<file path="src/rtl/mem_arbiter_rr_if.sv">
// Bus bundle between the per-core caches, the arbiter and the RAM model.
//   Core side : iREN/iaddr (instruction), dREN/dWEN/daddr/dstore (data) requests in;
//               iwait/dwait/iload/dload/merr back to the cores.
//   RAM side  : ramREN/ramWEN/ramaddr/ramstore out to RAM; ramload/ramstate back.
// Modports:
//   slave  - arbiter view (consumes requests and RAM status, drives grants/RAM controls)
//   master - environment view (caches + RAM model)
interface mem_arbiter_rr_if #(
    parameter int unsigned CPUS   = 2,
    parameter int unsigned WORD_W = 32
);
    logic [CPUS-1:0]        iREN;
    logic [CPUS*WORD_W-1:0] iaddr;
    logic [CPUS-1:0]        dREN;
    logic [CPUS-1:0]        dWEN;
    logic [CPUS*WORD_W-1:0] daddr;
    logic [CPUS*WORD_W-1:0] dstore;
    logic [CPUS-1:0]        iwait;
    logic [CPUS-1:0]        dwait;
    logic [CPUS*WORD_W-1:0] iload;
    logic [CPUS*WORD_W-1:0] dload;
    logic [CPUS-1:0]        merr;
    logic                   ramREN;
    logic                   ramWEN;
    logic [WORD_W-1:0]      ramaddr;
    logic [WORD_W-1:0]      ramstore;
    logic [WORD_W-1:0]      ramload;
    logic [1:0]             ramstate;

    modport slave (
        input  iREN, iaddr, dREN, dWEN, daddr, dstore, ramload, ramstate,
        output iwait, dwait, iload, dload, merr, ramREN, ramWEN, ramaddr, ramstore
    );

    modport master (
        output iREN, iaddr, dREN, dWEN, daddr, dstore, ramload, ramstate,
        input  iwait, dwait, iload, dload, merr, ramREN, ramWEN, ramaddr, ramstore
    );
endinterface

</file>
<file path="src/rtl/mem_arbiter_rr.sv">
// Round-robin arbiter of CPUS cores (one instruction + one data port each) onto one RAM port.
// Data requests have strict priority over instruction requests; within a class the first
// active core at or after that class's pointer wins. A grant is held until RAM reports
// ACCESS/ERROR, the request drops (abort), or the grant has waited TIMEOUT cycles.
// Ports:
//   CLK - rising-edge clock
//   RST - asynchronous active-high reset
//   bus - mem_arbiter_rr_if.slave: core requests/responses and RAM control/status
module mem_arbiter_rr #(
    parameter int unsigned CPUS    = 2,
    parameter int unsigned WORD_W  = 32,
    parameter int unsigned TIMEOUT = 255
) (
    input logic             CLK,
    input logic             RST,
    mem_arbiter_rr_if.slave bus
);
    localparam int unsigned PtrW = (CPUS > 1) ? $clog2(CPUS) : 1;
    localparam int unsigned CntW = $clog2(TIMEOUT + 1);
    localparam logic [CntW-1:0] CntMax = CntW'(TIMEOUT);
    localparam logic [1:0] RamAccess = 2'd2;
    localparam logic [1:0] RamError  = 2'd3;

    typedef enum logic {StIdle, StGrant} state_e;

    state_e          state_q, state_d;
    logic [PtrW-1:0] gnt_core_q, gnt_core_d;
    logic            gnt_is_d_q, gnt_is_d_d;
    logic            gnt_is_w_q, gnt_is_w_d;
    logic [PtrW-1:0] d_ptr_q, d_ptr_d;
    logic [PtrW-1:0] i_ptr_q, i_ptr_d;
    logic [CntW-1:0] cnt_q, cnt_d;

    logic [CPUS-1:0]   d_act;
    logic [PtrW:0]     d_pick, i_pick;  // {found, core}
    logic              pick_wen;
    logic              g_iren, g_dact, g_active;
    logic [WORD_W-1:0] g_iaddr, g_daddr, g_dstore;
    logic              done, err;
    logic              ram_ren, ram_wen;
    logic [WORD_W-1:0] ram_addr, ram_store;
    logic [CPUS-1:0]   iwait, dwait, merr;

    // First active core at or after ptr, wrapping. The second pass overrides the wrapped
    // candidate whenever some active core sits at or above ptr.
    function automatic logic [PtrW:0] pick_first(input logic [CPUS-1:0] act,
                                                 input logic [PtrW-1:0] ptr);
        logic [PtrW:0] res;
        res = '0;
        for (int c = int'(CPUS) - 1; c >= 0; c--) begin
            if (act[c]) res = {1'b1, PtrW'(c)};
        end
        for (int c = int'(CPUS) - 1; c >= 0; c--) begin
            if (act[c] && c >= int'(ptr)) res = {1'b1, PtrW'(c)};
        end
        return res;
    endfunction

    function automatic logic [PtrW-1:0] ptr_inc(input logic [PtrW-1:0] v);
        if (32'(v) == CPUS - 1) return '0;
        return v + PtrW'(1);
    endfunction

    assign d_act  = bus.dREN | bus.dWEN;
    assign d_pick = pick_first(d_act, d_ptr_q);
    assign i_pick = pick_first(bus.iREN, i_ptr_q);

    // Per-core muxes for the granted core and the write flag of the data pick.
    always_comb begin
        g_iren   = 1'b0;
        g_dact   = 1'b0;
        g_iaddr  = '0;
        g_daddr  = '0;
        g_dstore = '0;
        pick_wen = 1'b0;
        for (int c = 0; c < int'(CPUS); c++) begin
            if (gnt_core_q == PtrW'(c)) begin
                g_iren   = bus.iREN[c];
                g_dact   = d_act[c];
                g_iaddr  = bus.iaddr[c*WORD_W +: WORD_W];
                g_daddr  = bus.daddr[c*WORD_W +: WORD_W];
                g_dstore = bus.dstore[c*WORD_W +: WORD_W];
            end
            if (d_pick[PtrW-1:0] == PtrW'(c)) pick_wen = bus.dWEN[c];
        end
    end

    assign g_active = gnt_is_d_q ? g_dact : g_iren;

    always_comb begin
        state_d    = state_q;
        gnt_core_d = gnt_core_q;
        gnt_is_d_d = gnt_is_d_q;
        gnt_is_w_d = gnt_is_w_q;
        d_ptr_d    = d_ptr_q;
        i_ptr_d    = i_ptr_q;
        cnt_d      = cnt_q;
        ram_ren    = 1'b0;
        ram_wen    = 1'b0;
        ram_addr   = '0;
        ram_store  = '0;
        done       = 1'b0;
        err        = 1'b0;
        unique case (state_q)
            StIdle: begin
                cnt_d = '0;
                if (d_pick[PtrW]) begin
                    state_d    = StGrant;
                    gnt_core_d = d_pick[PtrW-1:0];
                    gnt_is_d_d = 1'b1;
                    gnt_is_w_d = pick_wen;
                end else if (i_pick[PtrW]) begin
                    state_d    = StGrant;
                    gnt_core_d = i_pick[PtrW-1:0];
                    gnt_is_d_d = 1'b0;
                    gnt_is_w_d = 1'b0;
                end
            end
            StGrant: begin
                ram_addr  = gnt_is_d_q ? g_daddr : g_iaddr;
                ram_store = gnt_is_d_q ? g_dstore : '0;
                if (!g_active) begin
                    // Requester withdrew: drop the RAM enables, keep pointers.
                    state_d = StIdle;
                end else begin
                    ram_wen = gnt_is_d_q && gnt_is_w_q;
                    ram_ren = !(gnt_is_d_q && gnt_is_w_q);
                    if (bus.ramstate == RamAccess) begin
                        done = 1'b1;
                    end else if (bus.ramstate == RamError || cnt_q == CntMax) begin
                        done = 1'b1;
                        err  = 1'b1;
                    end
                    if (done) begin
                        state_d = StIdle;
                        if (gnt_is_d_q) d_ptr_d = ptr_inc(gnt_core_q);
                        else            i_ptr_d = ptr_inc(gnt_core_q);
                    end else if (cnt_q != CntMax) begin
                        cnt_d = cnt_q + CntW'(1);
                    end
                end
            end
            default: state_d = StIdle;
        endcase
    end

    // Active requests wait unless they are the grant completing this cycle.
    always_comb begin
        iwait = bus.iREN;
        dwait = d_act;
        merr  = '0;
        for (int c = 0; c < int'(CPUS); c++) begin
            if (done && gnt_core_q == PtrW'(c)) begin
                if (gnt_is_d_q) dwait[c] = 1'b0;
                else            iwait[c] = 1'b0;
                merr[c] = err;
            end
        end
    end

    always_ff @(posedge CLK or posedge RST) begin
        if (RST) begin
            state_q    <= StIdle;
            gnt_core_q <= '0;
            gnt_is_d_q <= 1'b0;
            gnt_is_w_q <= 1'b0;
            d_ptr_q    <= '0;
            i_ptr_q    <= '0;
            cnt_q      <= '0;
        end else begin
            state_q    <= state_d;
            gnt_core_q <= gnt_core_d;
            gnt_is_d_q <= gnt_is_d_d;
            gnt_is_w_q <= gnt_is_w_d;
            d_ptr_q    <= d_ptr_d;
            i_ptr_q    <= i_ptr_d;
            cnt_q      <= cnt_d;
        end
    end

    assign bus.iwait    = iwait;
    assign bus.dwait    = dwait;
    assign bus.merr     = merr;
    assign bus.iload    = {CPUS{bus.ramload}};
    assign bus.dload    = {CPUS{bus.ramload}};
    assign bus.ramREN   = ram_ren;
    assign bus.ramWEN   = ram_wen;
    assign bus.ramaddr  = ram_addr;
    assign bus.ramstore = ram_store;
endmodule

</file>
<file path="src/flat_wrapper.sv">
// flat-port wrapper written by rule: the top's interface ports become plain ports
module mem_arbiter_rr_flat 
#(
    parameter int unsigned CPUS    = 2,
    parameter int unsigned WORD_W  = 32,
    parameter int unsigned TIMEOUT = 255
)
  (CLK, RST, bus_iREN, bus_iaddr, bus_dREN, bus_dWEN, bus_daddr, bus_dstore, bus_ramload, bus_ramstate, bus_iwait, bus_dwait, bus_iload, bus_dload, bus_merr, bus_ramREN, bus_ramWEN, bus_ramaddr, bus_ramstore);
  mem_arbiter_rr_if #(.CPUS(CPUS), .WORD_W(WORD_W)) bus_i ();
  input logic CLK;
  input logic RST;
  input wire logic [$bits(bus_i.iREN)-1:0] bus_iREN;
  input wire logic [$bits(bus_i.iaddr)-1:0] bus_iaddr;
  input wire logic [$bits(bus_i.dREN)-1:0] bus_dREN;
  input wire logic [$bits(bus_i.dWEN)-1:0] bus_dWEN;
  input wire logic [$bits(bus_i.daddr)-1:0] bus_daddr;
  input wire logic [$bits(bus_i.dstore)-1:0] bus_dstore;
  input wire logic [$bits(bus_i.ramload)-1:0] bus_ramload;
  input wire logic [$bits(bus_i.ramstate)-1:0] bus_ramstate;
  output wire logic [$bits(bus_i.iwait)-1:0] bus_iwait;
  output wire logic [$bits(bus_i.dwait)-1:0] bus_dwait;
  output wire logic [$bits(bus_i.iload)-1:0] bus_iload;
  output wire logic [$bits(bus_i.dload)-1:0] bus_dload;
  output wire logic [$bits(bus_i.merr)-1:0] bus_merr;
  output wire logic [$bits(bus_i.ramREN)-1:0] bus_ramREN;
  output wire logic [$bits(bus_i.ramWEN)-1:0] bus_ramWEN;
  output wire logic [$bits(bus_i.ramaddr)-1:0] bus_ramaddr;
  output wire logic [$bits(bus_i.ramstore)-1:0] bus_ramstore;
  assign bus_i.iREN = bus_iREN;
  assign bus_i.iaddr = bus_iaddr;
  assign bus_i.dREN = bus_dREN;
  assign bus_i.dWEN = bus_dWEN;
  assign bus_i.daddr = bus_daddr;
  assign bus_i.dstore = bus_dstore;
  assign bus_i.ramload = bus_ramload;
  assign bus_i.ramstate = bus_ramstate;
  assign bus_iwait = bus_i.iwait;
  assign bus_dwait = bus_i.dwait;
  assign bus_iload = bus_i.iload;
  assign bus_dload = bus_i.dload;
  assign bus_merr = bus_i.merr;
  assign bus_ramREN = bus_i.ramREN;
  assign bus_ramWEN = bus_i.ramWEN;
  assign bus_ramaddr = bus_i.ramaddr;
  assign bus_ramstore = bus_i.ramstore;
  mem_arbiter_rr #(.CPUS(CPUS), .WORD_W(WORD_W), .TIMEOUT(TIMEOUT)) u_core (.CLK(CLK), .RST(RST), .bus(bus_i));
endmodule
</file>
<file path="config.mk">
export PLATFORM = sky130hd
export DESIGN_NAME = mem_arbiter_rr_flat
export DESIGN_NICKNAME = d
export VERILOG_FILES = /design/src/rtl/mem_arbiter_rr_if.sv /design/src/rtl/mem_arbiter_rr.sv /design/src/flat_wrapper.sv
export SDC_FILE = /design/constraint.sdc
export NUM_CORES = 1
export LEC_CHECK = 0
export BUFFER_PORTS_ARGS = -buffer_cell sky130_fd_sc_hd__buf_2
export CORE_AREA = 2 2 170 172
export DETAILED_ROUTE_END_ITERATION = 7
export DIE_AREA = 0 0 172 174
export GPL_TIMING_DRIVEN = 0
export HOLD_SLACK_MARGIN = 0.1
export SETUP_SLACK_MARGIN = 0.1
export SYNTH_ARGS = -nofsm -noshare
export SYNTH_HDL_FRONTEND = slang
export SYNTH_SLANG_ARGS = --single-unit
</file>
<file path="constraint.sdc">
create_clock -name CLK -period 2 [get_ports CLK]
set_input_delay 0.4 -clock CLK [delete_from_list [all_inputs] [get_ports CLK]]
set_output_delay 0.4 -clock CLK [all_outputs]
set_load 0.005 [all_outputs]
</file>
==> results of run 1 <==
==> cells in the mapped netlist, types with 6 or more instances <==
master | n | area [um^2]
inv_1 | 6 | 22.5
mux4_2 | 32 | 721
dfrtp_1 | 14 | 350
nor2_1 | 38 | 143
and2_1 | 32 | 200
clkbuf_1 | 12 | 45.0
buf_4 | 132 | 991
nand2_1 | 9 | 33.8
a21oi_1 | 10 | 50.1
nand3_1 | 6 | 30.0
mux2i_1 | 36 | 360
==> cell type report <==
cell class / instances / share of cell area, %
Buffer: 150 / 18.4
Clock buffer: 4 / 1.30
Inverter: 6 / 0.331
Multi-Input combinational cell: 204 / 31.1
Sequential cell: 14 / 5.18
Tap cell: 384 / 7.05
Timing Repair Buffer: 431 / 36.6
==> metrics by stage <==
stage          area, um^2  util (%)  power, W
2_1_floorplan        3340         -   0.00297
3_3_place_gp         5830      20.6   0.00452
3_5_place_dp         5830      20.6   0.00455
4_1_cts              6400      22.7   0.00598
5_1_grt              6810      24.1   0.00735
6_report             6810      24.1   0.00686
==> kinds of logic (layout without fill, tap and decap cells) <==
family	Yosys count	after routing
buffers and inverters	157	591
AND/OR/NAND/NOR	107	107
multiplexers	69	69
AO/OA/AOI/OAI	27	27
flip-flops	14	14
adder cells (fa/ha/maj)	1	1
==> timing repair <==
action	in CTS	in global routing
pin swaps	13	15
gates resized for setup	83	56
hold buffers	0	0
cloned	2	4
setup buffers	12	12
endpoints found under the setup margin	72	76
==> sequential cells by signal, indices dropped and copies added (netlist names) <==
register and count:
u_core.cnt_q 8, u_core.d_ptr_q 1, u_core.gnt_core_q 1, u_core.gnt_is_d_q 1
u_core.gnt_is_w_q 1, u_core.i_ptr_q 1, u_core.state_q 1
==> routing by layer <==
metal | track usage, % | wire, um
met4 | 1.65 | 240
met2 | 19.4 | 8870
met3 | 1.94 | 1400
met5 | 0 | 0
met1 | 10.2 | 5720
==> final timing paths <==
kind | endpoint | from | depth (start not counted) | slack [ps]
hold reg to reg | u_core.i_ptr_q$_DFFE_PP0P_ | u_core.i_ptr_q$_DFFE_PP0P_ | 2 | 520
setup reg to reg | u_core.d_ptr_q$_DFFE_PP0P_ | u_core.gnt_is_d_q$_DFFE_PP0P_ | 6 | 80
hold / removal | u_core.cnt_q[0]$_DFFE_PP0P_ | RST | 2 | 200
setup / recovery | bus_iwait[0] | u_core.gnt_is_d_q$_DFFE_PP0P_ | 7 | -270
min in group CLK | u_core.gnt_is_w_q$_DFFE_PP0P_ | bus_dWEN[0] | 3 | 490
max in group asynchronous | u_core.state_q$_DFF_PP0_ | RST | 2 | 1380
==> power by group through the flow <==
stage                     logic [W]  clock network [W]  registers (W)
after floorplan             0.00257                  0       0.000397
final                       0.00597           0.000438       0.000460
after global placement      0.00411                  0       0.000407
after CTS                   0.00509           0.000440       0.000454
after global routing        0.00643           0.000453       0.000473
after detailed placement    0.00414                  0       0.000410
==> results.cfg, run 1 <==
[cells_and_area]
layout.nets = 1045
stdcell_count = 1193
drive_gt1_share_pct = 82.1
areaGrowthSynthToFinish_pct = 104
final_common_cell = buf_2
nFillCells = 3110
n_antenna_cell = 0
final_cell_mix = 383 x buf_2, 143 x buf_4, 35 x nor2_1
multi_input_area_mm2 = 0.00212
regArea_um2 = 353

[worst_setup_path]
worstPathRequired_ps = 1600
setup.worst_path.class = reg2out
worst_ep_arrival_time_ps = 1870
crit_family = buffers and inverters
crit_fanout = 4
slowest_stage = dfrtp_2
crit_path_end_kind = output port
crit_buf_inv = 3
crit_path_start_kind = register
cpPeakStageDelay_ps = 430
crit_chain = nor3b_4 -> o32a_4 -> buf_8 -> nor4_4 -> buf_4 -> a21boi_2 -> buf_2

[place]
dp_hpwl_mm = 13.4
gp_congestion = 0.804
io_buffers = 401
dp_cells = 1160
place_ws_ps = -415

[timing]
fin_crit_sh_pct = 113
min_period_ps = 2270
timing.hold.ws_ps = 202
maxSlewHeadroom_pct = 61.6
maxSlewViolCount = 0
hold_viol_final = 0
setup_tns_ps = -9410
postLayoutSetupSlackWorst_ps = -270
max_freq_ghz = 0.441
fin_worst_skew_ps = 3.48
worst_slew_pin_slew_ps = 576
rsz0062_at_grt = true
finalSetupViolations = 70

[floorplanning]
die_w_um = 172
num_rows = 62
start_util_pct = 11.8
die_area_mm2 = 0.0299
dieHeight_um = 174
core-area_mm2 = 0.0282
num_io_pins = 434

[route]
drc = 0
vias_per_cell = 3.58
drt-total-wl_mm = 16.2
vias = 4276
routedWlPerCell_um = 13.6
antenna_left = 0
drtIter0Drc = 99
first_pass_iters = 4

[synth]
synthMuxAreaShare_pct = 32.7
ys_types = 39
syn_area_per_cell_um2 = 8.90
synth_compound_area_share_pct = 5.55
synth_area_mm2 = 0.00334
yosysSeqAreaShare_pct = 10.5
synth-seq-cells = 14
synth_ff_type = dfrtp_1
synth_nets = 610
yosys.area_share.simple_pct = 17.7
synth-adder-area-share_pct = 0.375
yosys_warnings = 0
async_flop_share_pct = 100
synth-edff-count = 0
synthCells = 375
synth_top_family_by_area = buffers and inverters
synth_xor_area_share_pct = 0

[pwr]
seqPwrFrac_pct = 6.7
p_int_w = 0.00423
switchingPower_w = 0.00263
irDropWorstVdd_mv = 0.455
powerDensity_mw_per_mm2 = 1010
p_leak_nw = 3.66
switching_share_pct = 38.3
pwr-share-comb_pct = 86.9
clock_power_share_pct = 6.4

[grt]
grt_pass1_wl_mm = 22.3
antenna_found_initial = 2
first_global_vias = 4132
grt_overflow = 0
grt_max_degree = 15
grt_util_all_layers_pct = 9.65

[outcome]
violations = setup timing
status = finished, violations left

[clock_network]
cts_buffers = 3
cts.sinks = 14
cts.clk_slew.worst_paths_ps = 50
htreeDepth = 1
clock_path_buffers = 2
worstSkewPairLatency_ps = 250
root_buffer = clkbuf_16
cts_tree = built

[job]
max_cap_viol_count = 0

[hold_path]
hold_path.class = in2async
(Power assumes the default switching activity.)
==> run 2: changes to the inputs <==
==> constraint.sdc (replaced) <==
create_clock -name CLK -period 2.93 [get_ports CLK]
set_input_delay 0.586 -clock CLK [delete_from_list [all_inputs] [get_ports CLK]]
set_output_delay 0.586 -clock CLK [all_outputs]
set_load 0.005 [all_outputs]
==> results.cfg, run 2 (synthesis results as in run 1) <==
[cells_and_area]
final_common_cell = buf_2
nFillCells = 3212
largest_reg_flops = 8
drive_gt1_share_pct = 75.1
final_cell_mix = 405 x buf_2, 132 x buf_4, 38 x nor2_1
top_register = u_core.cnt_q
layout.nets = 1015
n_antenna_cell = 0
areaGrowthSynthToFinish_pct = 77.5
fin_util_pct = 21.0

[place]
dp_hpwl_mm = 13.4
io_buffers = 401
gp_congestion = 0.804

[worst_setup_path]
worstReg2RegEnd = u_core.d_ptr_q$_DFFE_PP0P_
startpoint = u_core.cnt_q[0]$_DFFE_PP0P_
crit_fanout = 5
reg2reg_from = u_core.cnt_q[0]$_DFFE_PP0P_
r2r_cells = 4
crit_path_start_kind = register
worst_ep_arrival_time_ps = 2120
crit_path_end_kind = output port
r2r_slack_ps = 1080
setup.worst_path.class = reg2out
worstPathRequired_ps = 2340

[floorplanning]
num_rows = 62
die_w_um = 172
start_util_pct = 11.8
core-area_mm2 = 0.0282
die_area_mm2 = 0.0299
dieHeight_um = 174
num_io_pins = 434

[grt]
grt_pass1_wl_mm = 21.4
grt_overflow = 0
grt_max_degree = 15
antenna_found_initial = 2
grt_util_all_layers_pct = 9.27
first_global_vias = 3933

[clock_network]
cts_tree = built
htreeDepth = 1
cts_setup_buffers = 0
cts.sinks = 14
holdBufCountCts = 0
worstSkewPairLatency_ps = 250
cts_resized = 2
root_buffer = clkbuf_16
cts.clk_slew.worst_paths_ps = 50
clock_path_buffers = 2
cts_buffers = 3

[pwr]
powerDensity_mw_per_mm2 = 564
seqPwrFrac_pct = 8.9
clock_power_share_pct = 8.9
power_w = 0.00334
irDropWorstVdd_mv = 0.253
p_leak_nw = 3.30
switching_share_pct = 43.4
switchingPower_w = 0.00145
pwr-share-comb_pct = 82.2
p_int_w = 0.00189

[route]
vias_per_cell = 3.54
antenna_left = 0
first_pass_iters = 4
drt-total-wl_mm = 15.0
vias = 4120
drc = 0
routedWlPerCell_um = 12.9
drtIter0Drc = 137

[timing]
rsz0062_at_grt = true
timing.hold.ws_ps = 387
max_freq_ghz = 0.370
finalSetupViolations = 0
setup_tns_ps = 0
min_period_ps = 2710
maxSlewViolCount = 0
maxSlewHeadroom_pct = 53.1
fin_worst_skew_ps = 2.09
fin_crit_sh_pct = 92.3
hold_viol_final = 0
worst_slew_pin_slew_ps = 694

[hold_path]
hold_path.class = in2async

[job]
max_cap_viol_count = 0

[outcome]
status = finished clean
run 2: stage by stage:
| step | std cells | cell area, um^2 | setup WS [ps] |
|---|---|---|---|
| after floorplan | 375 | 3340 | 814 |
| after global placement | 1160 | 5830 | 289 |
| after detailed placement | 1160 | 5830 | 308 |
| after CTS | 1164 | 5920 | 82.9 |
| after global routing | 1163 | 5930 | 96.9 |
| final | 1163 | 5930 | 225 |
run 2: worst max path at each step:
stage	to	slack, ps	cells after the start
3_3_place_gp	bus_ramWEN	290	6
4_1_cts	bus_ramWEN	80	5
5_1_grt	bus_iwait[0]	100	7
3_5_place_dp	bus_iwait[0]	310	7
2_1_floorplan	bus_iwait[0]	810	5
6_report	bus_merr[0]	220	5
run 2: power by group through the flow:
stage	Sequential (W)	Combinational [W]	Clock, W
finish	0.000297	0.00275	0.000296
global route	0.000308	0.00305	0.000308
CTS	0.000276	0.00284	0.000300
detailed placement	0.000280	0.00282	0
global placement	0.000278	0.00281	0
floorplan	0.000271	0.00175	0
run 2: area by class of cell:
class / instances / area (um^2) / area share [%]
well taps: 384 / 480 / 8.11
clock buffers: 4 / 88.8 / 1.50
multi-input cells: 204 / 1890 / 31.9
flip-flops and latches: 14 / 350 / 5.91
inverters: 6 / 22.5 / 0.380
repair buffers: 401 / 2010 / 33.9
plain buffers: 150 / 1090 / 18.3
run 2: worst max-delay path, stage by stage (launching register included):
cell	delay, ps
dfrtp_1	410
ha_1	280
a41oi_1	610
nor2_1	200
and4_1	250
buf_2	120
run 2: metal layers:
layer  share of wire, %  track usage (%)  wire, um  up-vias
met3                9.0             1.94      1360       12
met5                  0                0         0        -
li1                   -                -         -     1990
met4                1.1             1.72       158        0
met2                 55             18.4      8200      233
met1                 35             9.92      5320     1885
